[config.mk]
export PLATFORM = sky130hd
export DESIGN_NAME = regfile_wb_arbiter
export DESIGN_NICKNAME = d
export VERILOG_FILES = /design/src/rtl/regfile_wb_arbiter_pkg.sv /design/src/rtl/regfile_scoreboard.sv /design/src/rtl/regfile_wb_arbiter.sv
export SDC_FILE = /design/constraint.sdc
export NUM_CORES = 1
export LEC_CHECK = 0
export ABC_AREA = 0
export CORE_MARGIN = 3
export CORE_UTILIZATION = 45
export DETAILED_ROUTE_END_ITERATION = 16
export PLACE_DENSITY = 0.78
export REMOVE_ABC_BUFFERS = 1
export SLEW_MARGIN = 10
export SYNTH_ARGS = -nofsm -noshare
export SYNTH_HDL_FRONTEND = slang
export SYNTH_SLANG_ARGS = --single-unit
[constraint.sdc]
create_clock -name clk -period 2.45 [get_ports clk]
set_clock_uncertainty 0.2 [all_clocks]
set_input_delay 0.49 -clock clk [delete_from_list [all_inputs] [get_ports clk]]
set_output_delay 0.49 -clock clk [all_outputs]
set_load 0.02 [all_outputs]
[src/rtl/regfile_wb_arbiter_pkg.sv]
// Shared CPU constants for the register-file writeback path.
// Holds the write-port bundle type used by the arbiter output register.
package regfile_wb_arbiter_pkg;

  localparam int REG_AW   = 5;
  localparam int DATA_W   = 32;
  localparam int NUM_REGS = 32;

  typedef struct packed {
    logic              we;
    logic [REG_AW-1:0] wa;
    logic [DATA_W-1:0] wd;
    logic              from_b;
  } wb_t;

endpackage

[src/rtl/regfile_scoreboard.sv]
// Pending-write mask for long-latency destinations: reservation on issue,
// release when the B writeback lands, and combinational hazard lookup.
module regfile_scoreboard
  import regfile_wb_arbiter_pkg::*;
(
  input  logic              clk,
  input  logic              rst,
  input  logic              iss_valid,
  input  logic [REG_AW-1:0] iss_addr,
  output logic              iss_ready,
  input  logic              clr_en,
  input  logic [REG_AW-1:0] clr_addr,
  input  logic [REG_AW-1:0] ra1,
  input  logic [REG_AW-1:0] ra2,
  output logic              busy1,
  output logic              busy2
);

  logic [NUM_REGS-1:0] pending_q, pending_d;
  logic                set_en;

  // Bit 0 is never set, so a zero address always sees ready and never busy.
  always_comb begin
    iss_ready = !rst && !pending_q[iss_addr];
    set_en    = iss_valid && iss_ready && (iss_addr != '0);
    pending_d = pending_q;
    if (clr_en) pending_d[clr_addr] = 1'b0;
    if (set_en) pending_d[iss_addr] = 1'b1;
    busy1 = (ra1 != '0) && pending_q[ra1];
    busy2 = (ra2 != '0) && pending_q[ra2];
  end

  always_ff @(posedge clk) begin
    if (rst) pending_q <= '0;
    else     pending_q <= pending_d;
  end

endmodule

[src/rtl/regfile_wb_arbiter.sv]
// Two-requester writeback arbiter into the register-file write port.
// A wins by default; B is forced through after STARVE_LIMIT refused cycles.
module regfile_wb_arbiter
  import regfile_wb_arbiter_pkg::*;
#(
  parameter int STARVE_LIMIT = 3
) (
  input  logic              clk,
  input  logic              rst,
  input  logic              a_valid,
  output logic              a_ready,
  input  logic [REG_AW-1:0] a_addr,
  input  logic [DATA_W-1:0] a_data,
  input  logic              b_valid,
  output logic              b_ready,
  input  logic [REG_AW-1:0] b_addr,
  input  logic [DATA_W-1:0] b_data,
  input  logic              iss_valid,
  output logic              iss_ready,
  input  logic [REG_AW-1:0] iss_addr,
  input  logic [REG_AW-1:0] ra1,
  input  logic [REG_AW-1:0] ra2,
  output logic              busy1,
  output logic              busy2,
  output logic              rf_we,
  output logic [REG_AW-1:0] rf_wa,
  output logic [DATA_W-1:0] rf_wd
);

  logic [3:0] starve_q, starve_d;
  wb_t        wb_q, wb_d;
  logic       force_b;
  logic       a_acc, b_acc;

  always_comb begin
    force_b = starve_q >= 4'(STARVE_LIMIT);
    a_ready = !rst && !force_b;
    b_ready = !rst && (force_b || !a_valid);
    a_acc   = a_valid && a_ready;
    b_acc   = b_valid && b_ready;

    starve_d = starve_q;
    if (!b_valid || b_ready)    starve_d = '0;
    else if (starve_q != 4'hF)  starve_d = starve_q + 4'd1;

    // a_acc and b_acc are mutually exclusive by construction of the readies.
    wb_d        = wb_q;
    wb_d.we     = 1'b0;
    wb_d.from_b = 1'b0;
    if (a_acc) begin
      wb_d.we = (a_addr != '0);
      wb_d.wa = a_addr;
      wb_d.wd = a_data;
    end else if (b_acc) begin
      wb_d.we     = (b_addr != '0);
      wb_d.wa     = b_addr;
      wb_d.wd     = b_data;
      wb_d.from_b = 1'b1;
    end
  end

  always_ff @(posedge clk) begin
    if (rst) begin
      starve_q <= '0;
      wb_q     <= '0;
    end else begin
      starve_q <= starve_d;
      wb_q     <= wb_d;
    end
  end

  assign rf_we = wb_q.we;
  assign rf_wa = wb_q.wa;
  assign rf_wd = wb_q.wd;

  regfile_scoreboard u_sb (
    .clk       (clk),
    .rst       (rst),
    .iss_valid (iss_valid),
    .iss_addr  (iss_addr),
    .iss_ready (iss_ready),
    .clr_en    (wb_q.we && wb_q.from_b),
    .clr_addr  (wb_q.wa),
    .ra1       (ra1),
    .ra2       (ra2),
    .busy1     (busy1),
    .busy2     (busy2)
  );

endmodule

### Yosys cells after proc, flatten, opt, wreduce, memory -nomap -nowiden

Index checks and enable logic that the tools add are counted.

* $add $sub $neg: 1
* $lt $le $gt $ge: 7
* equal/unequal tests: 1
* multiplexer cells: 14
* bitwise gates (word level): 3
* reductions and logical operators: 27

Operator list (count)
* $mux W32: 2
* $mux W39: 1
* $mux W38: 1
* $and A32 B32 Y32: 1
* $not A32 Y32: 1
* $or A32 B32 Y32: 1
* $reduce_bool A5 Y1: 5
* $lt A5 B6 Y1 const B: 4
* $bmux W1 S5: 3
* $logic_and A1 B1 Y1: 12
* $demux W1 S5: 2
* $ge A5 B1 Y1 const B: 2
* $logic_not A1 Y1: 5
* $mux W1: 5
* $add A4 B1 Y4 const B: 1
* $ge A4 B2 Y1 const B: 1
* $ne A4 B4 Y1 const B: 1
* $reduce_or A2 Y1: 2
* $logic_or A1 B1 Y1: 2
* $reduce_bool A2 Y1: 1

* flip-flop bits (word level): 75
* input port bits: 94
* output and inout port bits: 43

### Depth between registers and ports, before layout

* word-level depth: 9
* mapped depth: 6
* mapped depth without buffers: 5

### Cells and area by module

From an unflattened synthesis, not the netlist that was laid out.

* cells, all modules: 410
* area total of the unflattened synthesis: 4329.2 sq um

By module, submodules not included
* regfile_scoreboard: times used 1, cells each 213, area an instance 2192.1 sq um
* regfile_wb_arbiter: times used 1, cells each 197, area an instance 2137.0 sq um

### Worst setup path after synthesis

No wires, ideal clock.

* kind: input-to-output
* from: in iss_addr[0]
* to: out iss_ready
* data arrival time: 2.163 ns
* required time: 1.760 ns
* setup slack: -0.403 ns
* stages on the path: 5
* path buffers: 1
* path through: buf_6 mux4_2 and4b_1 a41o_1 nor4_1

* cells in the longest elaborated chain, start to end: 4

Ends and longest elaborated chain
* start, declared: RTL line regfile_wb_arbiter.sv:20 `input logic [REG_AW-1:0] iss_addr,`
* $bmux W1 S5: RTL line regfile_scoreboard.sv:24 `iss_ready = !rst && !pending_q[iss_addr];`
* $mux W1 (not written as such): RTL line regfile_scoreboard.sv:24
* $logic_not A1 Y1: RTL line regfile_scoreboard.sv:24
* $logic_and A1 B1 Y1: RTL line regfile_scoreboard.sv:24
* end, declared: RTL line regfile_wb_arbiter.sv:19 `output logic iss_ready,`

No other way between the ends. The select of a mux whose other input is x is not followed.

### Worst setup path after layout

* from: in iss_addr[2]
* to: out iss_ready

Same word-level chain as after synthesis.

==> summary.md <==
| Metric | Value |
|---|---|
| Comb power frac | `0.226` |
| Internal | `2.15 mW` |
| Core area | `9420 sq um` |
| Worst Hold Depth | `2` |
| Routed via count | `4444` |
| Grt ovf | `0` |
| Min Clock Period, post-route | `2710 ps` |
| Delay-heaviest family, CP | `buffers and inverters` |
| Clk Latency, worst-skew pair | `350 ps` |
| CTS tree | `built` |
| CTS Buffer Depth | `2` |
| Reg2reg setup slack | `440 ps` |
| Hold crit path type | `flip-flop to flip-flop` |
| Library cells used by synthesis | `50` |
| CTS H-tree depth | `3` |
| Pwr/cell area | `466 nW/um^2` |
| Max Fanout on Critical Path | `7` |
| Layout cell share with drive strength beyond 1 | `0.238` |
| Antenna Nets Post-Route | `0` |
| CP endpoint kind | `primary output` |
| Instance count of the mapped netlist | `479` |
| Setup CP Type | `primary input to primary output` |
| Ys flop type | `dfxtp_1` |
| Routed WL | `14.5 mm` |
| Switching share of total power | `0.280` |
| DRT iter0 DRCs | `336` |
| Vias in the first global route | `4655` |
| CTS Root Cell | `clkbuf_8` |
| Clock power share | `0.330` |
| Synth area leader | `dfxtp_1` |
| Crit-path cells | `clkdlybuf4s50_1 > nor3_1 > a21oi_2 > nand2_1 > nor4_2 > buf_4` |
| Run status | `complete, but fails checks` |
| Worst slew pin tran | `601 ps` |
| Slew headroom | `0.596` |
| IO Port Bufs | `136` |
| Via/cell ratio | `5.78` |
| Setup violators final | `3` |
| Largest net degree at the start of global routing | `78` |
| Peak VDD IR | `0.000299 V` |
| Post-CTS Hold Fix Bufs | `0` |
| Worst R2R Path Depth | `4` |
| Routability cong. | `0.978` |
| Critical path required time | `1760 ps` |
| Cell count along the critical path | `6` |
| F_max | `0.370 GHz` |
| Switch Pwr | `838 uW` |
| Remaining routing DRC violations | `0` |
| FILL cells | `768` |
| Most frequent cell after synthesis | `dfxtp_1` |
| Failing checks | `negative setup slack` |
| Avg WL per Cell | `18.8 um` |
| Crit path capture | `iss_ready` |
| Worst hold start | `starve_q[1]` |
| Sequential-to-total area share from yosys stat | `0.339` |
| Post-DP HPWL | `11.0 mm` |
| CP peak stage delay | `630 ps` |
| Nets | `730` |
| Top Ports | `137` |
| Min Hold Slack | `323 ps` |
| Synthesis-stage register bit count | `75` |
| Initial core utilization | `0.470` |
| Critical path arrival | `2020 ps` |
| DIE HEIGHT | `105 um` |
| Async set-reset flop share out of synthesis | `0` |
| Post-Syn Area per Cell | `9.23 sq um` |
| Post-Syn Area | `4420 sq um` |
| Fin. max-slew vios | `0` |
| Worst setup SP type | `primary input` |
| Max cap viols | `0` |
| First-pass GRT wire length | `23.3 mm` |
| RR Endpoint | `u_sb.pending_q[14]` |
| Register share of total power | `0.443` |
| Synth top cells by count | `dfxtp_1, nor2_1, mux2i_1` |
| Clock sink count | `75` |
| Row cnt | `35` |
| Clock transition at path regs | `80 ps` |
| Number of flops mapped to enable cells by yosys | `0` |
| Die Area | `11100 sq um` |
| Setup TNS Final | `-468 ps` |
| Reg2Reg Launch Point | `u_sb.pending_q[15]` |
| Fin crit share | `1.10` |
| Fin. Hold Viols | `0` |
| Setup crit start | `iss_addr[2]` |
| Total GRT Usage | `0.262` |
| Total iterations of the first detailed-routing run | `5` |
| Synth top area share | `0.339` |
| Initial antenna violation count | `0` |
| Synth Warn # | `0` |
| N_diodes | `0` |
| Area growth, synth to finish | `44.9%` |
| Die Width | `105 um` |
| Leak | `2.56 nW` |
| Worst path slowest cell | `clkdlybuf4s50_1` |
| Worst setup margin | `-255 ps` |
| RSZ-0062 raised after global routing | `yes` |
| Critical path buffers and inverters | `2` |
| Dominant cells by area after synthesis | `dfxtp_1, mux2i_1, mux4_2, a211oi_1, buf_4` |
| CTS Buf Count | `9` |
-- registers in the layout (all words and copies together) (netlist names) --
name	flops
rf_wd	32
u_sb.pending_q	32
rf_wa	5
starve_q	4
rf_we	1
wb_q	1
-- timing repair --
item,in CTS,in global routing
buffers inserted,6,0
gates resized for setup,69,4
setup endpoints to repair,6,4
cloned,1,0
pin swaps,8,3
-- worst min-delay path by stage --
stage                                    to  slack, ps
after floorplan           u_sb.pending_q[0]        250
after global routing      u_sb.pending_q[0]        350
final                           starve_q[1]        320
after global placement          starve_q[1]        280
after CTS                       starve_q[1]        330
after detailed placement        starve_q[1]        310
-- layout by cell type (no fill, tap or decap), types with 5 or more instances in the layout --
| master | count |
|---|---|
| o21ai_0 | 21 |
| and3_1 | 5 |
| a21oi_1 | 10 |
| buf_6 | 16 |
| dfxtp_1 | 66 |
| dfxtp_2 | 9 |
| mux2i_1 | 47 |
| buf_4 | 66 |
| nand3b_1 | 8 |
| nor3_1 | 8 |
| buf_2 | 5 |
| mux4_2 | 17 |
| nand2_1 | 27 |
| clkbuf_8 | 10 |
| a211oi_1 | 39 |
| nand2b_1 | 5 |
| clkdlybuf4s50_1 | 119 |
| nor2_1 | 51 |
| o211ai_1 | 18 |
| dlygate4sd2_1 | 8 |
| nand3_1 | 13 |
-- tightest hold or removal path, cell delays in order, from the launching register on --
cell and delay (ps):
dfxtp_1 340, mux2i_1 70, nor2_1 70
-- routing by layer --
layer  global-route usage  share of wire  vias to the layer above
met5                    0              0                        -
li1                     -              -                     2068
met4               0.0806          0.020                        0
met2                0.465           0.50                      242
met1                0.297           0.38                     2102
met3               0.0871           0.10                       32
-- cell type report --
| type | instances | area, sq um | share of cell area |
|---|---|---|---|
| inverters | 2 | 7.51 | 0.00117 |
| repair buffers | 217 | 2010 | 0.314 |
| clock buffers | 11 | 141 | 0.0221 |
| multi-input cells | 330 | 2510 | 0.392 |
| well taps | 129 | 161 | 0.0252 |
| flip-flops and latches | 75 | 1510 | 0.236 |
| clock inverters | 5 | 61.3 | 0.00957 |
-- kinds of logic (layout without fill, tap and decap cells) --
family                   Yosys count  after routing  synth area share
other                              1              2          0.000848
flip-flops                        75             75             0.339
AND/OR/NAND/NOR                  152            152             0.177
AO/OA/AOI/OAI                    103            103             0.160
adder cells (fa/ha/maj)            1              1           0.00283
multiplexers                      71             71             0.219
XOR/XNOR                           1              1           0.00198
buffers and inverters             75            235            0.0993
-- stage by stage --
| step | utilization | instances | instance area, sq um | power (mW) | setup WS, ps |
|---|---|---|---|---|---|
| 4_1_cts | 0.680 | 769 | 6400 | 2.99 | -252 |
| 2_1_floorplan | - | 407 | 4000 | 1.58 | -278 |
| 3_5_place_dp | 0.647 | 746 | 6090 | 2.01 | -1260 |
| 3_3_place_gp | 0.647 | 746 | 6090 | 2.00 | -1220 |
| 6_report | 0.681 | 769 | 6410 | 2.99 | -255 |
| 5_1_grt | 0.681 | 769 | 6410 | 3.10 | -312 |
-- power groups by stage --
stage | registers, mW | logic (mW) | clock network, mW
after floorplan | 1.40 | 0.177 | 0
after global placement | 1.35 | 0.651 | 0
after detailed placement | 1.35 | 0.663 | 0
after CTS | 1.32 | 0.672 | 0.999
after global routing | 1.33 | 0.717 | 1.05
final | 1.32 | 0.675 | 0.987
Power figures use the tool's default switching activity.
